--- config.mk ---
export PLATFORM = sky130hd
export DESIGN_NAME = tetromino_queue
export DESIGN_NICKNAME = d
export VERILOG_FILES = /design/src/rtl/tetromino_queue.sv
export SDC_FILE = /design/constraint.sdc
export NUM_CORES = 1
export LEC_CHECK = 0
export CAP_MARGIN = 40
export CELL_PAD_IN_SITES_DETAIL_PLACEMENT = 1
export CELL_PAD_IN_SITES_GLOBAL_PLACEMENT = 2
export CORE_UTILIZATION = 34
export CTS_CLUSTER_DIAMETER = 120
export DETAILED_ROUTE_END_ITERATION = 8
export HOLD_SLACK_MARGIN = 0.12
export PLACE_DENSITY_LB_ADDON = 0.25
export SETUP_SLACK_MARGIN = 0.2
export SYNTH_ARGS = -nofsm -noshare
export SYNTH_HDL_FRONTEND = slang
export SYNTH_SLANG_ARGS = --single-unit
export TNS_END_PERCENT = 30
--- constraint.sdc ---
create_clock -name i_pixclk -period 8.9 [get_ports i_pixclk]
set_input_delay 1.335 -clock i_pixclk [delete_from_list [all_inputs] [get_ports i_pixclk]]
set_output_delay 1.335 -clock i_pixclk [all_outputs]
set_load 0.03 [all_outputs]
--- src/rtl/tetromino_queue.sv ---
// tetromino_queue: current tetromino plus a QUEUE_DEPTH-entry preview FIFO kept full by
// fetching from the tetromino BRAM (1-cycle read latency) at randomly generated addresses.
//
// Ports:
//   i_pixclk, i_reset_n            clock, synchronous active-low reset
//   i_start / i_clear / i_pop      begin filling / flush to idle / take next block
//   i_random_address               address from the random block generator
//   o_bram_addr0/ce0/we0/d0        BRAM port (registered address and enable, write tied off)
//   i_bram_q0                      BRAM read data, valid one cycle after ce
//   o_current_block/valid          active block
//   o_next_block                   FIFO head (0 when empty)
//   o_queue_count                  FIFO occupancy
//   o_ready                        pop may be accepted
//   o_addr_wrap                    pulses with ce when the address was folded into range
module tetromino_queue #(
    parameter int unsigned MEM_DWIDTH  = 32,
    parameter int unsigned MEM_AWIDTH  = 4,
    parameter int unsigned MEM_DEPTH   = 10,
    parameter int unsigned QUEUE_DEPTH = 3
) (
    input  logic                  i_pixclk,
    input  logic                  i_reset_n,
    input  logic                  i_start,
    input  logic                  i_clear,
    input  logic                  i_pop,
    input  logic [MEM_AWIDTH-1:0] i_random_address,
    output logic [MEM_AWIDTH-1:0] o_bram_addr0,
    output logic                  o_bram_ce0,
    output logic                  o_bram_we0,
    output logic [MEM_DWIDTH-1:0] o_bram_d0,
    input  logic [MEM_DWIDTH-1:0] i_bram_q0,
    output logic [MEM_DWIDTH-1:0] o_current_block,
    output logic                  o_current_valid,
    output logic [MEM_DWIDTH-1:0] o_next_block,
    output logic [3:0]            o_queue_count,
    output logic                  o_ready,
    output logic                  o_addr_wrap
);

    localparam logic [MEM_AWIDTH:0] MemDepthExt = (MEM_AWIDTH+1)'(MEM_DEPTH);
    localparam logic [4:0]          QDepthExt   = 5'(QUEUE_DEPTH);
    localparam logic [3:0]          QDepthCnt   = 4'(QUEUE_DEPTH);

    typedef enum logic [1:0] {StIdle, StFill, StRun} state_e;

    state_e                r_state;
    state_e                w_state_nxt;

    logic [3:0]            r_count;
    logic                  r_ce;
    logic                  r_pend;   // read issued last cycle, data arrives on i_bram_q0 now
    logic [MEM_AWIDTH-1:0] r_addr;
    logic                  r_wrap;
    logic [MEM_DWIDTH-1:0] r_cur;
    logic                  r_cur_valid;
    logic [MEM_DWIDTH-1:0] r_fifo     [QUEUE_DEPTH];
    logic [MEM_DWIDTH-1:0] w_fifo_nxt [QUEUE_DEPTH];

    logic                  w_fetch_active;
    logic                  w_in_fill;
    logic                  w_in_run;
    logic                  w_ready;
    logic                  w_autoload;
    logic                  w_pop;
    logic                  w_shift;
    logic                  w_issue;
    logic [1:0]            w_outstanding;
    logic [4:0]            w_proj;
    logic [3:0]            w_wr_pos;
    logic                  w_fold_hit;
    logic [MEM_AWIDTH-1:0] w_fold_addr;

    // State register
    always_ff @(posedge i_pixclk) begin
        if (!i_reset_n) begin
            r_state <= StIdle;
        end else begin
            r_state <= w_state_nxt;
        end
    end

    // Next-state logic
    always_comb begin
        w_state_nxt = r_state;
        if (i_clear) begin
            w_state_nxt = StIdle;
        end else begin
            unique case (r_state)
                StIdle:  if (i_start) w_state_nxt = StFill;
                StFill:  if (w_autoload) w_state_nxt = StRun;
                StRun:   w_state_nxt = StRun;
                default: w_state_nxt = StIdle;
            endcase
        end
    end

    // State decode
    always_comb begin
        w_fetch_active = 1'b0;
        w_in_fill      = 1'b0;
        w_in_run       = 1'b0;
        unique case (r_state)
            StIdle: w_fetch_active = i_start;
            StFill: begin
                w_fetch_active = 1'b1;
                w_in_fill      = 1'b1;
            end
            StRun: begin
                w_fetch_active = 1'b1;
                w_in_run       = 1'b1;
            end
            default: ;
        endcase
    end

    assign w_outstanding = {1'b0, r_ce} + {1'b0, r_pend};
    assign w_ready       = r_cur_valid && (r_count == QDepthCnt) && (w_outstanding == 2'd0);
    assign w_autoload    = w_in_fill && (r_count == QDepthCnt) && !r_cur_valid;
    assign w_pop         = w_in_run && i_pop && w_ready;
    assign w_shift       = w_autoload || w_pop;

    // Projected occupancy once every in-flight read lands; a shift only happens at a full FIFO,
    // so the subtraction cannot underflow.
    assign w_proj  = {1'b0, r_count} + {3'b000, w_outstanding} - {4'b0000, w_shift};
    assign w_issue = w_fetch_active && (w_proj < QDepthExt);

    assign w_fold_hit  = {1'b0, i_random_address} >= MemDepthExt;
    assign w_fold_addr = w_fold_hit ? (i_random_address - MemDepthExt[MEM_AWIDTH-1:0])
                                    : i_random_address;

    // Returning data goes behind whatever remains after this edge's shift.
    assign w_wr_pos = r_count - {3'b000, w_shift};

    always_comb begin
        for (int i = 0; i < int'(QUEUE_DEPTH); i++) begin
            w_fifo_nxt[i] = r_fifo[i];
        end
        if (w_shift) begin
            for (int i = 0; i < int'(QUEUE_DEPTH) - 1; i++) begin
                w_fifo_nxt[i] = r_fifo[i+1];
            end
        end
        if (r_pend) begin
            for (int i = 0; i < int'(QUEUE_DEPTH); i++) begin
                if (w_wr_pos == 4'(i)) w_fifo_nxt[i] = i_bram_q0;
            end
        end
    end

    always_ff @(posedge i_pixclk) begin
        if (!i_reset_n) begin
            r_count     <= '0;
            r_ce        <= 1'b0;
            r_pend      <= 1'b0;
            r_addr      <= '0;
            r_wrap      <= 1'b0;
            r_cur       <= '0;
            r_cur_valid <= 1'b0;
            for (int i = 0; i < int'(QUEUE_DEPTH); i++) begin
                r_fifo[i] <= '0;
            end
        end else if (i_clear) begin
            // Dropping r_pend discards any read data still on its way back.
            r_count     <= '0;
            r_ce        <= 1'b0;
            r_pend      <= 1'b0;
            r_wrap      <= 1'b0;
            r_cur       <= '0;
            r_cur_valid <= 1'b0;
        end else begin
            r_count <= r_count + {3'b000, r_pend} - {3'b000, w_shift};
            r_pend  <= r_ce;
            r_ce    <= w_issue;
            r_wrap  <= w_issue && w_fold_hit;
            if (w_issue) r_addr <= w_fold_addr;
            if (w_shift) begin
                r_cur       <= r_fifo[0];
                r_cur_valid <= 1'b1;
            end
            for (int i = 0; i < int'(QUEUE_DEPTH); i++) begin
                r_fifo[i] <= w_fifo_nxt[i];
            end
        end
    end

    assign o_bram_addr0    = r_addr;
    assign o_bram_ce0      = r_ce;
    assign o_bram_we0      = 1'b0;
    assign o_bram_d0       = '0;
    assign o_current_block = r_cur;
    assign o_current_valid = r_cur_valid;
    assign o_next_block    = (r_count != 4'd0) ? r_fifo[0] : '0;
    assign o_queue_count   = r_count;
    assign o_ready         = w_ready;
    assign o_addr_wrap     = r_wrap;

endmodule

==> metrics.md, run 1 <==
| Metric | Value |
|---|---|
| Status | complete, but fails checks |
| Failing checks | design-rule violations |
| Final worst-path cycle share | 56.8% |
| DR vias/cell | 5.02 |
| Initial antenna violation count | 1 |
| Detail-routed net length per standard cell | 16.8 um |
| CTS resizes | 0 |
| Worst Hold End | o_current_block[13] |
| Synth Warn # | 0 |
| Mapped cell area | 7260 um^2 |
| Number of enable flip-flop cells after synthesis | 96 |
| Final nets | 916 |
| Cts bufs inserted | 17 |
| CP max-delay cell | clkinv_2 |
| Synthesized area per cell | 9.52 um^2 |
| Combinational Power Share | 7.8% |
| Initial DRC Count | 320 |
| Global route overflow | 0 |
| Site row count | 53 |
| CP Capture Type | flip-flop |
| Pwr dens | 168 nW/um^2 |
| H-tree depth | 4 |
| Final Setup Violations | 0 |
| Startpoint Class | input pin |
| Placement Setup Slack | 3380 ps |
| Synth top area share | 39.7% |
| Clock-pin slew on the worst setup and hold paths | 60 ps |
| Critical Path RT | 9230 ps |
| Cell variety after synth | 47 |
| Area grow syn2layout | 25.0% |
| Worst setup margin | 3850 ps |
| Count leader, synth | nand2_1 |
| Synth Instances | 762 |
| Reg2reg start | r_pend |
| Normalized max-slew margin | 51.5% |
| Hold path startpoint | o_current_block[13] |
| Max-cap viol count | 0 |
| RD Place Congestion | 0.744 |
| Slew @ Worst Pin | 727 ps |
| Total die area | 21,900 um^2 |
| Leak pwr | 3.20 nW |
| CP bufs+invs | 4 |
| Detailed Place HPWL | 12,300 um |
| Largest net degree at the start of global routing | 82 |
| RR Endpoint | o_addr_wrap |
| ANT nets after route | 0 |
| Crit-path cells | clkdlybuf4s50_1 > nand4_1 > a21o_4 > buf_16 > clkinv_2 > ha_1 > inv_1 > ha_1 > fa_1 > a211o_1 > a32oi_1 > nand4bb_1 > nor4b_4 |
| Switching power | 370 uW |
| Core area | 21,000 um^2 |
| Async S/R FF share, synth | 0% |
| Post-CTS Hold Buffers | 0 |
| Min Tclk post-route | 5050 ps |
| DP Area | 8520 um^2 |
| I/O pin cnt | 150 |
| Commonest cells in the netlist | nand2_1 (201), edfxtp_1 (96), a31oi_1 (64) |
| Global-route wire length before repair | 31,000 um |
| CP arrival | 5380 ps |
| Die W | 148 um |
| Clock power frac | 43.3% |
| Peak fanout along the critical path | 81 |
| Worst Hold Depth | 2 |
| # Post-CTS Setup Buffers | 0 |
| Die Span Y | 148 um |
| Pint | 1.16 mW |
| CTS tree | yes |
| Max-slew violations | 0 |
| Skew-Pair Late Insertion Delay | 420 ps |
| Kind of cell adding the most delay to the critical path | buffers and inverters |
| Clock Path Buffers | 2 |
| Peak VDD IR | 115 uV |
| Final instance area | 9070 um^2 |
| Clk sinks | 142 |
| Reg2reg path depth | 15 |
| Switching part of the total power | 24.2% |
| Largest stage delay, worst path | 510 ps |
| Total GRT Usage | 18.2% |
| Vias in the first global route | 6,041 |
| Initial Util | 34.6% |
| Cell taking the most area after synthesis | edfxtp_1 |
| Crit Path Category | in2reg |
| Sequential-to-total area share from yosys stat | 52.4% |
| Seq pwr share | 48.9% |
| Hold Vio Cnt, Final | 0 |
| Fmax | 198 MHz |
| Hold Path Class | reg2reg |
| Count of state elements after synthesis | 142 |
| Top cells by area, synth | edfxtp_1 (40%), dfxtp_1 (13%), nand2_1 (10%) |
| Root Buffer | clkbuf_16 |
| RSZ-0062 raised after global routing | no |
| Initial DRT Pass Iterations | 6 |
| Fraction of layout cells with a size suffix above 1 | 6.48% |
| Routed WL | 19,200 um |
| Vias | 5,723 |
| Sum Neg Setup Slack | 0 ps |
| Number of port buffers | 116 |
| Post-route DRC | 2 |
| Most common cell on crit path | ha_1 |
| Worst Skew | 11.6 ps |
| Dominant synthesized flop cell | edfxtp_1 |
| Reg2reg setup slack | 4120 ps |
metal layers:
metal / track usage (%) / part of all wire (%) / up-vias
met2: 32.7 / 51 / 121
li1: - / - / 2771
met1: 21.7 / 43 / 2809
met4: 6.49 / 1.8 / 0
met5: 0 / 0 / -
met3: 3.44 / 3.4 / 22
worst max path at each step:
| stage | slack (ps) | cells after the start | startpoint | endpoint |
|---|---|---|---|---|
| finish | 3850 | 13 | i_pop | o_addr_wrap |
| global route | 3530 | 13 | i_pop | o_addr_wrap |
| CTS | 3810 | 13 | i_pop | o_addr_wrap |
| detailed placement | 3380 | 13 | i_pop | o_addr_wrap |
| global placement | 2990 | 12 | i_pop | o_addr_wrap |
| floorplan | 3190 | 10 | i_pop | r_fifo[0][64] |
power groups by stage:
stage               Clock (mW)  Sequential [mW]  Combinational (mW)
detailed placement           0            0.761               0.120
floorplan                    0            0.759              0.0806
finish                   0.662            0.747               0.119
global route             0.706            0.750               0.130
CTS                      0.677            0.747               0.121
global placement             0            0.760               0.112
placed cells by master (no fill, tap or decap), types with 3 or more instances in the layout:
cell	Yosys	routed
and3_1	33	33
inv_1	19	19
o21ai_1	56	56
nor2b_1	34	34
a21oi_1	39	39
nor2_1	11	11
dfxtp_1	46	46
clkdlybuf4s50_1	0	116
a211o_1	3	3
clkbuf_16	0	17
mux2i_1	6	6
o21ai_0	9	9
conb_1	1	33
edfxtp_1	96	96
nand2_1	201	200
a31oi_1	64	64
clkinv_2	1	5
buf_4	38	7
clkinvlp_4	0	3
clkbuf_8	0	4
ha_1	22	22
logic make-up after synthesis:
kind of cell    Yosys count  synth area share (%)
compound gates          181                  14.7
xor+xnor                  4                 0.586
fa+ha+maj                24                  4.35
buf+inv                 110                  8.54
flops                   142                  52.4
mux                       6                 0.828
other cells               1                0.0517
simple gates            294                  18.6
layout make-up:
cell class	instances	area (um^2)
diodes	1	2.50
multi-input cells	542	2980
inverters	21	80.1
well taps	275	344
flip-flops and latches	142	3800
repair buffers	127	1310
clock inverters	10	63.8
fillers	2370	11900
clock buffers	22	484
registers in the layout, summed over array words and instances (netlist names):
register / count
r_fifo: 96
o_current_block: 32
o_bram_addr0: 4
o_queue_count: 4
r_state: 2
o_addr_wrap: 1
o_bram_ce0: 1
o_current_valid: 1
r_pend: 1
stage by stage:
step | util [%] | instances | total power [mW] | hold slack (ps)
finish | 43.3 | 1140 | 1.53 | 453
global route | 43.3 | 1140 | 1.59 | 466
CTS | 43.3 | 1139 | 1.54 | 454
detailed placement | 40.7 | 1107 | 0.881 | 446
global placement | 40.2 | 1103 | 0.873 | 442
floorplan | - | 794 | 0.840 | 510
worst reg2reg max path, stage by stage (launching register included):
cell and delay, ps:
dfxtp_1 300, buf_4 370, inv_1 150, ha_1 230, nand4_1 110, a21o_4 260
buf_16 320, clkinv_2 560, ha_1 490, inv_1 40, ha_1 200, fa_1 410
a211o_1 330, a32oi_1 230, nand4bb_1 390, nor4b_4 320
Power figures use the tool's default switching activity.
==> run 2, diff against run 1 <==
CORE_UTILIZATION = 32   (was 34)
clock period = 4.8 ns   (was 8.9 ns; I/O delays follow)
==> run 2 against run 1 <==
Effect of this change:
- the run still ends with design-rule violations left
- non-clock buffer count up 4
- via count up 0.98%
- setup slack worse by 2600 ps
- die area up 6.2%
- total power up 90%
- worst hold slack better by 2.7 ps
- global-route usage down 1.0 points
- clock-buffer cell count down 5
- routed wire length up 2.0%
- first-iteration DRC count down 27%
- cell area up 1.3%
- critical path depth down 8
- critical endpoint is now o_next_block[1]
- largest cell class unchanged
==> metrics.md, run 2 (same netlist as run 1, synthesis figures left out) <==
| Metric | Value |
|---|---|
| Worst setup margin | 1240 ps |
| Peak VDD IR | 206 uV |
| RR Endpoint | o_addr_wrap |
| Reg2reg setup slack | 1240 ps |
| Skew-Pair Late Insertion Delay | 430 ps |
| DR vias/cell | 5.03 |
| CP Capture Type | primary output |
| H-tree depth | 4 |
| Final worst-path cycle share | 74.1% |
| Global route overflow | 0 |
| Total GRT Usage | 17.2% |
| Pwr dens | 317 nW/um^2 |
| Utilization after layout | 41.7% |
| ANT nets after route | 0 |
| CP bufs+invs | 2 |
| Vias in the first global route | 6,162 |
| Fmax | 281 MHz |
| Area grow syn2layout | 26.6% |
| Initial Util | 32.9% |
| Largest stage delay, worst path | 710 ps |
| CTS resizes | 0 |
| Post-CTS Hold Buffers | 0 |
| RD Place Congestion | 0.701 |
| Max-cap viol count | 0 |
| Crit Path Category | reg2out |
| Worst hold margin | 455 ps |
| Post-route DRC | 8 |
| Slew @ Worst Pin | 798 ps |
| Peak fanout along the critical path | 32 |
| Reg2reg start | r_pend |
| Vias | 5,779 |
| Reg2reg path depth | 14 |
| Max-slew violations | 0 |
| Detail-routed net length per standard cell | 17.1 um |
| Global-route wire length before repair | 31,700 um |
| Hold Vio Cnt, Final | 0 |
| Critical path depth | 5 |
| Final instance area | 9190 um^2 |
| Max reg flops | 96 |
| Status | complete, but fails checks |
| # Post-CTS Setup Buffers | 0 |
| CP startpoint | o_queue_count[2] |
| # diodes | 0 |
| Detailed Place HPWL | 12,700 um |
| Routed WL | 19,600 um |
| Most frequent cells in the layout | nand2_1 (200), clkdlybuf4s50_1 (116), edfxtp_1 (96) |
| Clock Path Buffers | 2 |
| Fraction of layout cells with a size suffix above 1 | 7.14% |
| Most common cell after layout, fill and taps aside | nand2_1 |
| CP arrival | 2840 ps |
| Final nets | 920 |
| Kind of cell adding the most delay to the critical path | buffers and inverters |
| CP max-delay cell | clkdlybuf4s50_1 |
| Number of port buffers | 116 |
| Cts bufs inserted | 17 |
| Clock-pin slew on the worst setup and hold paths | 60 ps |
| Critical Path RT | 4080 ps |
| Placement Setup Slack | 987 ps |
| Sum Neg Setup Slack | 0 ps |
| Initial DRC Count | 235 |
| Failing checks | design-rule violations |
| Die W | 153 um |
| CP Capture Point | o_next_block[1] |
| Die Span Y | 153 um |
| Total die area | 23,300 um^2 |
| Initial antenna violation count | 0 |
| Reg with most FFs | r_fifo |
| I/O pin cnt | 150 |
| Hold Path Class | reg2reg |
| Worst Skew | 10.3 ps |
| Core area | 22,000 um^2 |
| CTS tree | yes |
| Worst Hold Depth | 2 |
| Clk sinks | 142 |
| Largest net degree at the start of global routing | 69 |
| Leak pwr | 3.24 nW |
| Initial DRT Pass Iterations | 8 |
| Crit-path cells | inv_1 > ha_1 > and3_2 > nor2b_1 > clkdlybuf4s50_1 |
| Normalized max-slew margin | 46.8% |
| Final Setup Violations | 0 |
| Root Buffer | clkbuf_16 |
| Site row count | 54 |
| Startpoint Class | flip-flop |
| RSZ-0062 raised after global routing | no |
| Min Tclk post-route | 3560 ps |
| DP Area | 8610 um^2 |
## run 2: changes by cell type in the layout (fill, tap and decap cells not counted)
cell | before | now
clkinvlp_4 | 3 | 7
buf_16 | 2 | 4
clkbuf_1 | 1 | 0
buf_12 | 2 | 3
buf_4 | 7 | 8
clkbuf_8 | 4 | 0
clkinv_2 | 5 | 4
and3_1 | 33 | 32
diode_2 | 1 | 0
bufinv_16 | 0 | 2
and3_2 | 0 | 1
## run 2: worst register-to-register path, cell delays in order (launching register included)
cell,delay (ps)
dfxtp_1,300
buf_4,360
inv_1,120
ha_1,220
nand4_1,100
a21o_4,140
clkinv_2,70
ha_1,290
inv_1,50
ha_1,200
fa_1,400
a211o_1,330
a32oi_1,190
nand4bb_1,400
nor4b_4,320
## run 2: worst min-delay path by stage
stage / from / endpoint / slack (ps)
floorplan: r_fifo[0][10] / o_current_block[10] / 510
detailed placement: o_current_block[29] / o_current_block[29] / 450
finish: o_current_block[28] / o_current_block[28] / 460
CTS: o_current_block[20] / o_current_block[20] / 460
global placement: o_current_block[26] / o_current_block[26] / 440
global route: o_current_block[29] / o_current_block[29] / 480
## run 2: per-layer routing
| layer | track usage [%] | vias to the layer above | part of all wire, % |
|---|---|---|---|
| li1 | - | 2772 | - |
| met1 | 20.5 | 2860 | 45 |
| met2 | 29.9 | 123 | 49 |
| met3 | 3.84 | 24 | 3.9 |
| met4 | 7.17 | 0 | 2.1 |
| met5 | 0 | - | 0 |
## run 2: where the power goes
group	switching (mW)	total [mW]	leakage (nW)	internal, mW
clock	0.543	1.30	0.260	0.759
sequential	0.0280	1.38	1.41	1.36
combinational	0.143	0.223	1.57	0.0808
total	0.714	2.91	3.24	2.20
## run 2: cell type report
class	count	area (um^2)
Clock inverter	15	149
Inverter	21	80.1
Tap cell	280	350
Timing Repair Buffer	131	1390
Clock buffer	17	425
Fill cell	2471	12800
Multi-Input combinational cell	542	2990
Sequential cell	142	3800
## run 2: metrics by stage
stage               instances  total power [mW]
floorplan                 794              1.56
global placement         1110              1.62
detailed placement       1116              1.63
CTS                      1148              2.94
global route             1148              3.01
finish                   1148              2.91
==> run 3, diff against run 2 <==
clock period = 3.3 ns   (was 4.8 ns; I/O delays follow)
==> run 3 against run 2 <==
Effect of this change:
- the flow still finishes with violations (design-rule violations)
- largest cell class unchanged
- combinational power is 48% higher
- global-route usage rose by 0.30 points
- clock power grew 42%
- total power grew 44%
- final cell count increased by 0.35%
- routed wire length rose by 0.83%
==> metrics.md, run 3 (same netlist as run 1, synthesis figures left out) <==
| Metric | Value |
|---|---|
| H-tree depth | 4 |
| Critical Path RT | 3640 ps |
| Crit Path Category | reg2reg |
| Status | complete, but fails checks |
| Detail-routed net length per standard cell | 17.1 um |
| RD Place Congestion | 0.753 |
| Worst Hold End | o_current_block[6] |
| Clk sinks | 142 |
| Placement Setup Slack | -19.4 ps |
| Largest stage delay, worst path | 440 ps |
| Crit-path cells | inv_2 > ha_2 > nand3_2 > a21o_4 > clkinv_4 > ha_1 > inv_1 > ha_1 > fa_2 > a211o_1 > nor3_2 > nand4bb_1 > buf_4 > nor4b_4 |
| Worst hold margin | 459 ps |
| RSZ-0062 raised after global routing | yes |
| Max-slew violations | 0 |
| Max-cap viol count | 0 |
| Die W | 153 um |
| Most frequent cells in the layout | nand2_1 (200), clkdlybuf4s50_1 (115), edfxtp_1 (96) |
| Reg2reg setup slack | 340 ps |
| Global route overflow | 0 |
| Clock Path Buffers | 2 |
| Die Span Y | 153 um |
| Utilization after layout | 42.1% |
| Min Tclk post-route | 2960 ps |
| Peak fanout along the critical path | 6 |
| RR Endpoint | o_addr_wrap |
| Overall power | 4.18 mW |
| Number of port buffers | 116 |
| Hold Path Class | reg2reg |
| Reg2reg path depth | 14 |
| Area grow syn2layout | 28.0% |
| Routed WL | 19,700 um |
| DP Area | 8710 um^2 |
| Total die area | 23,300 um^2 |
| Initial antenna violation count | 1 |
| Core area | 22,000 um^2 |
| Final nets | 924 |
| Post-route DRC | 9 |
| Vias in the first global route | 6,066 |
| Fmax | 338 MHz |
| ANT nets after route | 0 |
| Non-filler cells, final | 1,152 |
| Leak pwr | 3.30 nW |
| Combinational Power Share | 7.9% |
| Seq pwr share | 48.1% |
| Worst Skew | 7.16 ps |
| Site row count | 54 |
| Worst Hold Depth | 2 |
| Peak VDD IR | 253 uV |
| Startpoint Class | flip-flop |
| Worst setup margin | 342 ps |
| Initial DRT Pass Iterations | 6 |
| Most common cell after layout, fill and taps aside | nand2_1 |
| Vias | 5,835 |
| Final worst-path cycle share | 89.6% |
| Final instance area | 9280 um^2 |
| Slew @ Worst Pin | 595 ps |
| Max reg flops | 96 |
| Initial Util | 32.9% |
| I/O pin cnt | 150 |
| Most common cell on crit path | ha_1 |
| Skew-Pair Late Insertion Delay | 420 ps |
| Clock-pin slew on the worst setup and hold paths | 60 ps |
| Pint | 3.19 mW |
| Final Setup Violations | 0 |
| CP arrival | 3300 ps |
| Inst Count DP | 1,120 |
| # diodes | 0 |
| Hold Vio Cnt, Final | 0 |
| Detailed Place HPWL | 12,800 um |
| Reg2reg start | o_queue_count[2] |
| Fraction of layout cells with a size suffix above 1 | 9.06% |
| # Post-CTS Setup Buffers | 0 |
| Switching power | 996 uW |
| Initial DRC Count | 321 |
| Reg with most FFs | r_fifo |
| DR vias/cell | 5.07 |
| Kind of cell adding the most delay to the critical path | adder cells |
| CP max-delay cell | fa_2 |
| Global-route wire length before repair | 32,300 um |
| Failing checks | design-rule violations |
| Hold path startpoint | o_current_block[6] |
| Total GRT Usage | 17.5% |
| Clock power frac | 44.1% |
| Pwr dens | 451 nW/um^2 |
| Sum Neg Setup Slack | 0 ps |
| Switching part of the total power | 23.8% |
| CP Capture Type | flip-flop |
| Root Buffer | clkbuf_16 |
| CP bufs+invs | 4 |
| CTS tree | yes |
| Filler cells | 2,473 |
| Largest net degree at the start of global routing | 98 |
| Cts bufs inserted | 17 |
| Normalized max-slew margin | 60.2% |
run 3: cell types whose count changed in the layout (fill, tap and decap cells not counted), sizes merged:
cell | before | now
dlymetal6s2s | 0 | 1
clkdlybuf4s50 | 116 | 115
clkinvlp | 7 | 1
clkinv | 7 | 12
buf | 15 | 19
clkbuf | 17 | 18
run 3: worst max path at each step:
stage | from | endpoint | slack, ps | depth (start not counted)
floorplan | r_pend | r_fifo[0][64] | -60 | 14
global placement | i_pop | o_addr_wrap | 60 | 13
detailed placement | i_pop | o_addr_wrap | -20 | 13
CTS | o_queue_count[2] | o_addr_wrap | 180 | 14
global route | o_queue_count[2] | o_addr_wrap | 180 | 14
finish | o_queue_count[2] | o_addr_wrap | 340 | 14
run 3: worst reg2reg max path, delay by kind of cell (launching register included):
family | cells | cell delay (ps)
simple gates | 4 | 550
flops | 1 | 370
buf+inv | 4 | 390
fa+ha+maj | 4 | 1050
compound gates | 2 | 500
run 3: repair_timing:
action,in CTS,in global routing
gates resized for setup,1,9
gates cloned,0,0
pin swaps,0,1
endpoints found under the setup margin,33,7
hold buffers,0,0
run 3: power by group through the flow:
stage | registers, mW | logic, mW | clock network, mW
finish | 2.01 | 0.329 | 1.84
global route | 2.02 | 0.359 | 1.95
CTS | 2.01 | 0.333 | 1.89
detailed placement | 2.05 | 0.331 | 0
global placement | 2.05 | 0.320 | 0
floorplan | 2.05 | 0.221 | 0
run 3: layout make-up:
type / count / area [um^2] / share of cell area (%)
clock buffers: 18 / 429 / 4.62
clock inverters: 14 / 126 / 1.36
inverters: 21 / 86.3 / 0.930
multi-input cells: 542 / 3050 / 32.9
flip-flops and latches: 142 / 3820 / 41.1
well taps: 280 / 350 / 3.77
repair buffers: 135 / 1420 / 15.3
run 3: layer usage:
metal / vias up / wire, um / GRT usage [%]
met5: - / 0 / 0
met4: 0 / 320 / 6.06
met3: 20 / 788 / 3.19
met2: 126 / 9660 / 30.2
met1: 2908 / 8980 / 21.9
li1: 2781 / - / -
